**src/rtl/bnn_layer_sequencer_if.sv**
```systemverilog
// Control/handshake bundle between the BNN layer sequencer, the shared
// conv/pool stage, top-level control and the downstream classifier.
interface bnn_layer_sequencer_if #(
    parameter int NUM_LAYERS = 2,
    parameter int TIMEOUT    = 64,
    parameter int LIDX_W     = (NUM_LAYERS > 1) ? $clog2(NUM_LAYERS) : 1,
    parameter int CNT_W      = $clog2(TIMEOUT + 1)
);
    logic              start;
    logic              abort;
    logic              stage_en;
    logic              stage_done;
    logic [LIDX_W-1:0] layer_idx;
    logic              capture;
    logic              busy;
    logic [CNT_W-1:0]  run_cycles;
    logic              result_valid;
    logic              result_ready;
    logic              err_timeout;

    modport master (
        input  start, abort, stage_done, result_ready,
        output stage_en, layer_idx, capture, busy, run_cycles,
               result_valid, err_timeout
    );

    modport slave (
        output start, abort, stage_done, result_ready,
        input  stage_en, layer_idx, capture, busy, run_cycles,
               result_valid, err_timeout
    );
endinterface

```
**src/rtl/bnn_layer_sequencer.sv**
```systemverilog
// Sequences one shared Conv2d_MaxPool2d stage across NUM_LAYERS layers:
// clear, run with a timeout watchdog, capture, then hand the result downstream.
module bnn_layer_sequencer #(
    parameter int NUM_LAYERS = 2,
    parameter int TIMEOUT    = 64,
    parameter int LIDX_W     = (NUM_LAYERS > 1) ? $clog2(NUM_LAYERS) : 1,
    parameter int CNT_W      = $clog2(TIMEOUT + 1)
) (
    input  logic                 clk,
    input  logic                 rst_n,
    bnn_layer_sequencer_if.master bus
);
    typedef enum logic [2:0] {
        S_IDLE    = 3'd0,
        S_CLEAR   = 3'd1,
        S_RUN     = 3'd2,
        S_CAPTURE = 3'd3,
        S_OUT     = 3'd4,
        S_ERR     = 3'd5
    } state_t;

    localparam logic [LIDX_W-1:0] LAST_LAYER = LIDX_W'(NUM_LAYERS - 1);
    localparam logic [CNT_W-1:0]  CNT_LIMIT  = CNT_W'(TIMEOUT - 1);

    state_t            state, state_n;
    logic [LIDX_W-1:0] layer_q, layer_n;
    logic [CNT_W-1:0]  cnt_q, cnt_n;
    logic [CNT_W-1:0]  run_q, run_n;
    logic              err_q, err_n;

    logic              stage_en_q;
    logic              capture_q;
    logic              busy_q;
    logic              valid_q;

    always_comb begin
        state_n = state;
        layer_n = layer_q;
        cnt_n   = cnt_q;
        run_n   = run_q;
        err_n   = err_q;

        if (bus.abort && (state != S_IDLE)) begin
            state_n = S_IDLE;
            err_n   = 1'b0;
        end else begin
            case (state)
                S_IDLE: begin
                    if (bus.start) begin
                        state_n = S_CLEAR;
                        layer_n = '0;
                        err_n   = 1'b0;
                    end
                end
                S_CLEAR: begin
                    state_n = S_RUN;
                    cnt_n   = '0;
                end
                S_RUN: begin
                    // done takes precedence over a coincident watchdog expiry
                    if (bus.stage_done) begin
                        state_n = S_CAPTURE;
                        run_n   = cnt_q;
                    end else if (cnt_q == CNT_LIMIT) begin
                        state_n = S_ERR;
                        err_n   = 1'b1;
                    end else begin
                        cnt_n = cnt_q + CNT_W'(1);
                    end
                end
                S_CAPTURE: begin
                    if (layer_q == LAST_LAYER) begin
                        state_n = S_OUT;
                    end else begin
                        state_n = S_CLEAR;
                        layer_n = layer_q + LIDX_W'(1);
                    end
                end
                S_OUT: begin
                    if (bus.result_ready) begin
                        state_n = S_IDLE;
                    end
                end
                S_ERR: begin
                    if (bus.start) begin
                        state_n = S_CLEAR;
                        layer_n = '0;
                        err_n   = 1'b0;
                    end
                end
                default: begin
                    state_n = S_IDLE;
                end
            endcase
        end
    end

    // Output flags are registered from the next state so they line up with it.
    always_ff @(posedge clk or negedge rst_n) begin
        if (!rst_n) begin
            state      <= S_IDLE;
            layer_q    <= '0;
            cnt_q      <= '0;
            run_q      <= '0;
            err_q      <= 1'b0;
            stage_en_q <= 1'b0;
            capture_q  <= 1'b0;
            busy_q     <= 1'b0;
            valid_q    <= 1'b0;
        end else begin
            state      <= state_n;
            layer_q    <= layer_n;
            cnt_q      <= cnt_n;
            run_q      <= run_n;
            err_q      <= err_n;
            stage_en_q <= (state_n == S_RUN) || (state_n == S_CAPTURE);
            capture_q  <= (state_n == S_CAPTURE);
            busy_q     <= (state_n == S_CLEAR) || (state_n == S_RUN) ||
                          (state_n == S_CAPTURE);
            valid_q    <= (state_n == S_OUT);
        end
    end

    assign bus.stage_en     = stage_en_q;
    assign bus.layer_idx    = layer_q;
    assign bus.capture      = capture_q;
    assign bus.busy         = busy_q;
    assign bus.run_cycles   = run_q;
    assign bus.result_valid = valid_q;
    assign bus.err_timeout  = err_q;
endmodule

```
**src/flat_wrapper.sv**
```systemverilog
// flat-port wrapper written by rule: the top's interface ports become plain ports
module bnn_layer_sequencer_flat 
#(
    parameter int NUM_LAYERS = 2,
    parameter int TIMEOUT    = 64,
    parameter int LIDX_W     = (NUM_LAYERS > 1) ? $clog2(NUM_LAYERS) : 1,
    parameter int CNT_W      = $clog2(TIMEOUT + 1)
)
  (clk, rst_n, bus_start, bus_abort, bus_stage_done, bus_result_ready, bus_stage_en, bus_layer_idx, bus_capture, bus_busy, bus_run_cycles, bus_result_valid, bus_err_timeout);
  bnn_layer_sequencer_if #(.NUM_LAYERS(NUM_LAYERS), .TIMEOUT(TIMEOUT), .LIDX_W(LIDX_W), .CNT_W(CNT_W)) bus_i ();
  input  logic clk;
  input  logic rst_n;
  input wire logic [$bits(bus_i.start)-1:0] bus_start;
  input wire logic [$bits(bus_i.abort)-1:0] bus_abort;
  input wire logic [$bits(bus_i.stage_done)-1:0] bus_stage_done;
  input wire logic [$bits(bus_i.result_ready)-1:0] bus_result_ready;
  output wire logic [$bits(bus_i.stage_en)-1:0] bus_stage_en;
  output wire logic [$bits(bus_i.layer_idx)-1:0] bus_layer_idx;
  output wire logic [$bits(bus_i.capture)-1:0] bus_capture;
  output wire logic [$bits(bus_i.busy)-1:0] bus_busy;
  output wire logic [$bits(bus_i.run_cycles)-1:0] bus_run_cycles;
  output wire logic [$bits(bus_i.result_valid)-1:0] bus_result_valid;
  output wire logic [$bits(bus_i.err_timeout)-1:0] bus_err_timeout;
  assign bus_i.start = bus_start;
  assign bus_i.abort = bus_abort;
  assign bus_i.stage_done = bus_stage_done;
  assign bus_i.result_ready = bus_result_ready;
  assign bus_stage_en = bus_i.stage_en;
  assign bus_layer_idx = bus_i.layer_idx;
  assign bus_capture = bus_i.capture;
  assign bus_busy = bus_i.busy;
  assign bus_run_cycles = bus_i.run_cycles;
  assign bus_result_valid = bus_i.result_valid;
  assign bus_err_timeout = bus_i.err_timeout;
  bnn_layer_sequencer #(.NUM_LAYERS(NUM_LAYERS), .TIMEOUT(TIMEOUT), .LIDX_W(LIDX_W), .CNT_W(CNT_W)) u_core (.clk(clk), .rst_n(rst_n), .bus(bus_i));
endmodule
```
**config.mk**
```make
export PLATFORM = sky130hd
export DESIGN_NAME = bnn_layer_sequencer_flat
export DESIGN_NICKNAME = d
export VERILOG_FILES = /design/src/rtl/bnn_layer_sequencer_if.sv /design/src/rtl/bnn_layer_sequencer.sv /design/src/flat_wrapper.sv
export SDC_FILE = /design/constraint.sdc
export NUM_CORES = 1
export LEC_CHECK = 0
export CAP_MARGIN = 20
export CORE_MARGIN = 1
export CORE_UTILIZATION = 50
export CTS_CLUSTER_DIAMETER = 60
export DETAILED_ROUTE_END_ITERATION = 6
export PLACE_DENSITY = 0.88
export SETUP_SLACK_MARGIN = 0.15
export SLEW_MARGIN = 20
export SYNTH_ARGS = -nofsm -noshare
export SYNTH_HDL_FRONTEND = slang
export SYNTH_SLANG_ARGS = --single-unit
```
**constraint.sdc**
```tcl
create_clock -name clk -period 2.9 [get_ports clk]
set_input_delay 0.58 -clock clk [delete_from_list [all_inputs] [get_ports clk]]
set_output_delay 0.58 -clock clk [all_outputs]
set_load 0.02 [all_outputs]
```
# After elaboration in Yosys (flattened, before gate mapping)
# Cells that the tools add are included.
dict set report totals {
  register_bits 23
  latchBits 0
  ram_bits 0
  romBits 0
  wordCells 59
  mem_count 0
}
dict set report op_classes {
  n_addsub 2
  multipliers 0
  n_div 0
  n_lt_le_gt_ge 0
  n_eq_ne 16
  shift 0
  muxes 17
  bitwise_logic 1
  reduce_logical 14
}
# op n
set ops {}
lappend ops {{3-bit 2-to-1 mux} 6}
lappend ops {{3-bit one-hot mux with 5 select lines} 1}
lappend ops {{7-bit 2-to-1 mux} 2}
lappend ops {{7-bit one-hot mux with 2 select lines} 1}
lappend ops {{3-bit by 2-bit == test with 1-bit output (second input constant)} 4}
lappend ops {{3-bit == test (second input constant)} 3}
lappend ops {{4-bit AND reduction} 2}
lappend ops {{7-bit by 1-bit adder with 7-bit output (second input constant)} 1}
lappend ops {{7-bit by 6-bit == test with 1-bit output (second input constant)} 1}
lappend ops {{3-bit by 1-bit == test with 1-bit output (second input constant)} 2}
lappend ops {{3-bit by 1-bit != test with 1-bit output (second input constant)} 2}
lappend ops {{3-bit AND reduction} 2}
lappend ops {{3-bit nonzero test} 2}
lappend ops {{1-bit 2-to-1 mux} 5}
lappend ops {{2-bit != test (second input constant)} 2}
lappend ops {{1-bit one-hot mux with 2 select lines} 2}
lappend ops {{2-bit nonzero test} 2}
lappend ops {{3-bit zero test} 1}
lappend ops {{1-bit logical OR} 3}
lappend ops {{3-bit by 2-bit != test with 1-bit output (second input constant)} 1}
lappend ops {{2-bit by 1-bit != test with 1-bit output (second input constant)} 1}
lappend ops {{2-bit OR reduction} 1}
lappend ops {{1-bit adder (second input constant)} 1}
lappend ops {{1-bit logical AND} 1}
lappend ops {{1-bit inverter} 1}

# Depth between registers and ports, before layout
dict set report depth {
  depth_word 8
  ltp_mapped 6
  ltp_nobuf 5
}

# Least setup slack after synthesis
# Ideal clock, no wire load.
dict set report synth_path {
  kind {reg2reg}
  startpoint {register u_core.cnt_q[0]}
  endpoint {register u_core.run_q[0], in the netlist u_core.bus.run_cycles[0]}
  arrival_time_ns 2.147
  required_ns 2.775
  setup_slack_ns 0.628
  path_stages_with_launch 6
  n_path_buf 0
  period_less_slack_ns 2.272
  cell_sequence {dfrtp_1 ha_1 nand3_1 or4_4 a2111oi_4 mux2_2}
}
# element line_no
set synth_lines {}
lappend synth_lines {{from (decl)} bnn_layer_sequencer.sv:27} ;# logic [CNT_W-1:0] cnt_q, cnt_n;
lappend synth_lines {{from (signal assigned)} bnn_layer_sequencer.sv:113} ;# cnt_q <= cnt_n;
lappend synth_lines {{to (signal assigned)} bnn_layer_sequencer.sv:114} ;# run_q <= run_n;
lappend synth_lines {{to (decl)} bnn_layer_sequencer.sv:28} ;# logic [CNT_W-1:0] run_q, run_n;

==> impl_metrics.py <==
metrics = {
    "sta": {
        "hold_violation_total_from_the_final_report": 0,
        "slew_viols_final": 0,
        "rsz0062_at_grt": "no",
        "fin_tns_setup_ns": 0,
        "finalWorstPathRequiredPeriod_ns": 2.539,
        "fin_crit_sh": 0.8756,
        "setup_viol": 0,
        "fin_hold_ws_ns": 0.5238,
        "skew_ns": 0.001555,
        "slew_at_the_pin_closest_to_its_max_slew_limit_ns": 0.5845,
        "slew_headroom": 0.6103,
        "maxClockFrequency_mhz": 393.8,
    },
    "clock_network": {
        "ctsResizeCount": 0,
        "cts.hold.buffers_added": 0,
        "clock_path_buffers": 2,
        "cts-htree-levels": 1,
        "tritoncts": "built",
        "cts.clk_slew.worst_paths_ns": 0.12,
        "root_buffer": "clkbuf_4",
        "cts.sinks": 23,
        "clk-insertion-delay-late_ns": 0.30,
        "tritoncts.num_buffers": 3,
        "post-cts-setup-buffer-count": 0,
    },
    "synth": {
        "synth_area_um2": 1149,
        "ys_async_rst_share": 1.000,
        "post_synth_and_or_nand_nor_area_fraction": 0.1895,
        "yosys_most_used_dff": "dfrtp_1",
        "synth.yosys.warnings": 0,
        "synth_area_leaders": "dfrtp_1, mux2_2, o21ai_0",
        "combinational_family_with_the_most_area_after_synthesis": "simple AND/OR/NAND/NOR gates",
        "yosys-mux-area-fraction": 0.07843,
        "synthesis.area_per_instance_um2": 11.04,
        "synthDistinctLibCells": 41,
        "synth-compound-area-share": 0.1525,
        "synth_top_area_share": 0.5011,
        "synthesis.nets": 111,
        "synth_edf_count": 0,
        "synth_xor_area_frac": 0.01525,
        "ys_ff_latch": 23,
        "yosys.area.top_type": "dfrtp_1",
        "synth.yosys.seq_area_share": 0.5011,
        "synth_adder_area_share": 0.01089,
        "synthesis.instances": 104,
    },
    "worst_hold_path": {
        "hold_path_class": "flip-flop to flip-flop",
        "timing.hold.worst_endpoint": "u_core.bus.run_cycles[4]$_DFFE_PN0P_",
        "min_delay_path_depth": 1,
        "worst_hold_startpoint": "u_core.bus.run_cycles[4]$_DFFE_PN0P_",
    },
    "die": {
        "fp-row-count": 16,
        "fp.dieH_um": 49.93,
        "start_util": 0.5570,
        "io-pin-count": 19,
        "die-width_um": 49.93,
        "fp.coreArea_um2": 2062,
        "floorplan.die_area_um2": 2493,
    },
    "routing": {
        "wl_um": 2234,
        "detail_route.vias_per_cell": 5.808,
        "detailedRoute.firstPassIterationCount": 4,
        "drt-initial-drc-count": 15,
        "routed-via-count": 877,
        "antenna_left": 0,
        "final_routed_wire_length_divided_by_cell_count_um": 14.79,
        "route.detailed.drc": 0,
    },
    "critical_path": {
        "max_stage_delay_ns": 0.63,
        "path_cells": "ha_1, nand3_1, or4_4, a2111oi_4, mux2_2",
        "timing.critical_path.depth": 5,
        "worst_setup_path_start_kind": "flip-flop",
        "crit_buf_inv": 0,
        "worst_path_max_delay_cell": "a2111oi_4",
        "worst_r2r_endpoint": "u_core.bus.run_cycles[6]$_DFFE_PN0P_",
        "crit_path_end_kind": "flip-flop",
        "timing_worst_setup_path_type": "flip-flop to flip-flop",
        "cp_data_required_time_ns": 3.10,
        "r2r-start": "u_core.cnt_q[1]$_DFFE_PN0P_",
        "timing.critical_path.fanout_max": 8,
        "path_depth_of_the_worst_reg2reg_path": 5,
        "cp.arrival_ns": 2.74,
        "critPathTopFamily": "simple AND/OR/NAND/NOR gates",
        "reg2reg_setup_slack_ns": 0.36,
    },
    "global_route": {
        "wire_length_of_the_first_global_routing_pass_um": 3926,
        "grt_util_all_layers": 0.2072,
        "initial_antenna_violation_count": 0,
        "largest_net_degree_at_the_start_of_global_routing": 24,
        "grt_pass1_vias": 921,
        "grt_overflow_total": 0,
    },
    "power": {
        "power_leakage_nw": 0.6117,
        "powerDensity_nw_per_um2": 699.8,
        "power.ir.vdd_worst_v": 0.0004538,
    },
    "finish": {
        "post_route_cells_drive_above_1_share": 0.1855,
        "final_cell_area_um2": 1371,
        "final_cell_count_no_fill": 151,
        "final_nets": 132,
        "antenna_cells": 0,
        "area.growth.synth_to_final_pct": 19.39,
        "fin_util": 0.6650,
    },
    "status": {
        "status": "complete, no violations",
    },
    "place": {
        "gp_routability_congestion": 0.9167,
        "postPlaceCellArea_um2": 1344,
        "placement.io_buffers": 18,
        "numPlacedInstances": 147,
        "detailedPlacementHpwl_um": 1642,
    },
    "run": {
        "cap_viol_max_count": 0,
    },
}
==> through the flow <==
step / setup slack [ns] / power [mW]
after floorplan: 0.6283 / 0.7052
after global placement: 0.3914 / 0.8072
after detailed placement: 0.3421 / 0.8248
after CTS: 0.3380 / 0.9700
after global routing: 0.1845 / 1.032
final: 0.3607 / 0.9597
==> sequential cells by signal, summed over array words and instances, names as in the netlist <==
| name | flops |
|---|---|
| u_core.cnt_q | 7 |
| u_core.bus.layer_idx | 1 |
| u_core.bus.run_cycles | 7 |
| u_core.state | 3 |
| u_core.bus.err_timeout | 1 |
| u_core.bus.capture | 1 |
| u_core.bus.stage_en | 1 |
| u_core.bus.result_valid | 1 |
| u_core.bus.busy | 1 |
==> cell families after synthesis <==
group	after synthesis
flip-flops	23
adder cells (fa/ha/maj)	1
AO/OA/AOI/OAI	24
XOR/XNOR	2
multiplexers	8
AND/OR/NAND/NOR	35
buffers and inverters	11
==> final cells by class <==
class	instances	area [µm²]
fillers	180	690.7
flip-flops and latches	23	575.6
multi-input cells	70	513.0
repair buffers	20	195.2
well taps	27	33.78
inverters	7	26.28
clock buffers	3	22.52
clock inverters	1	5.005
==> cell usage after synthesis, drive strengths merged (2+ instances only) <==
cell type and number:
nand3 5, nand2 6, dfrtp 23, mux2 8, inv 7, or3 2, o211ai 3, o21ai 7
nor3b 2, or4 4, buf 2, clkbuf 2, nor2 4, a21oi 6, or2 2
==> cell usage in the layout (no fill, tap or decap), types with 2 or more instances in the layout <==
cell and n:
clkdlybuf4s50_1 18, nor2_1 4, mux2_2 8, nand2_1 6, nand3_1 5, or4_1 2, dfrtp_1 23, inv_1 7
nor3b_1 2, o21ai_0 7, o211ai_1 3, buf_4 2, clkbuf_4 3, a21oi_1 6
==> worst max path at each step <==
stage                                                      end                        start  slack, ns
after detailed placement  u_core.bus.run_cycles[6]$_DFFE_PN0P_                    bus_start       0.34
after global routing      u_core.bus.run_cycles[6]$_DFFE_PN0P_  u_core.cnt_q[1]$_DFFE_PN0P_       0.18
after CTS                 u_core.bus.run_cycles[6]$_DFFE_PN0P_  u_core.cnt_q[0]$_DFFE_PN0P_       0.34
after floorplan           u_core.bus.run_cycles[0]$_DFFE_PN0P_  u_core.cnt_q[0]$_DFFE_PN0P_       0.63
after global placement    u_core.bus.run_cycles[5]$_DFFE_PN0P_                    bus_start       0.39
final                     u_core.bus.run_cycles[6]$_DFFE_PN0P_  u_core.cnt_q[1]$_DFFE_PN0P_       0.36
==> power by group <==
part	total, mW	internal, mW	switching, mW
clock network	0.142	0.0514	0.0909
logic	0.367	0.177	0.191
registers	0.450	0.379	0.0709
total	0.960	0.607	0.352
==> metal layers <==
layer  GRT usage  routed length [µm]  vias to the layer above
met4     0.06190                   0                        0
met1      0.2515                 959                      440
met5           0                   0                        -
li1            -                   -                      418
met3     0.02778                  63                        0
met2      0.3761                1211                       19
==> worst reg2reg max path, cell delays in order (launching register included) <==
cell and delay, ns:
dfrtp_1 0.42, ha_1 0.20, nand3_1 0.22, or4_4 0.56
a2111oi_4 0.63, mux2_2 0.41
No activity file was read; power rests on OpenSTA's default activity.
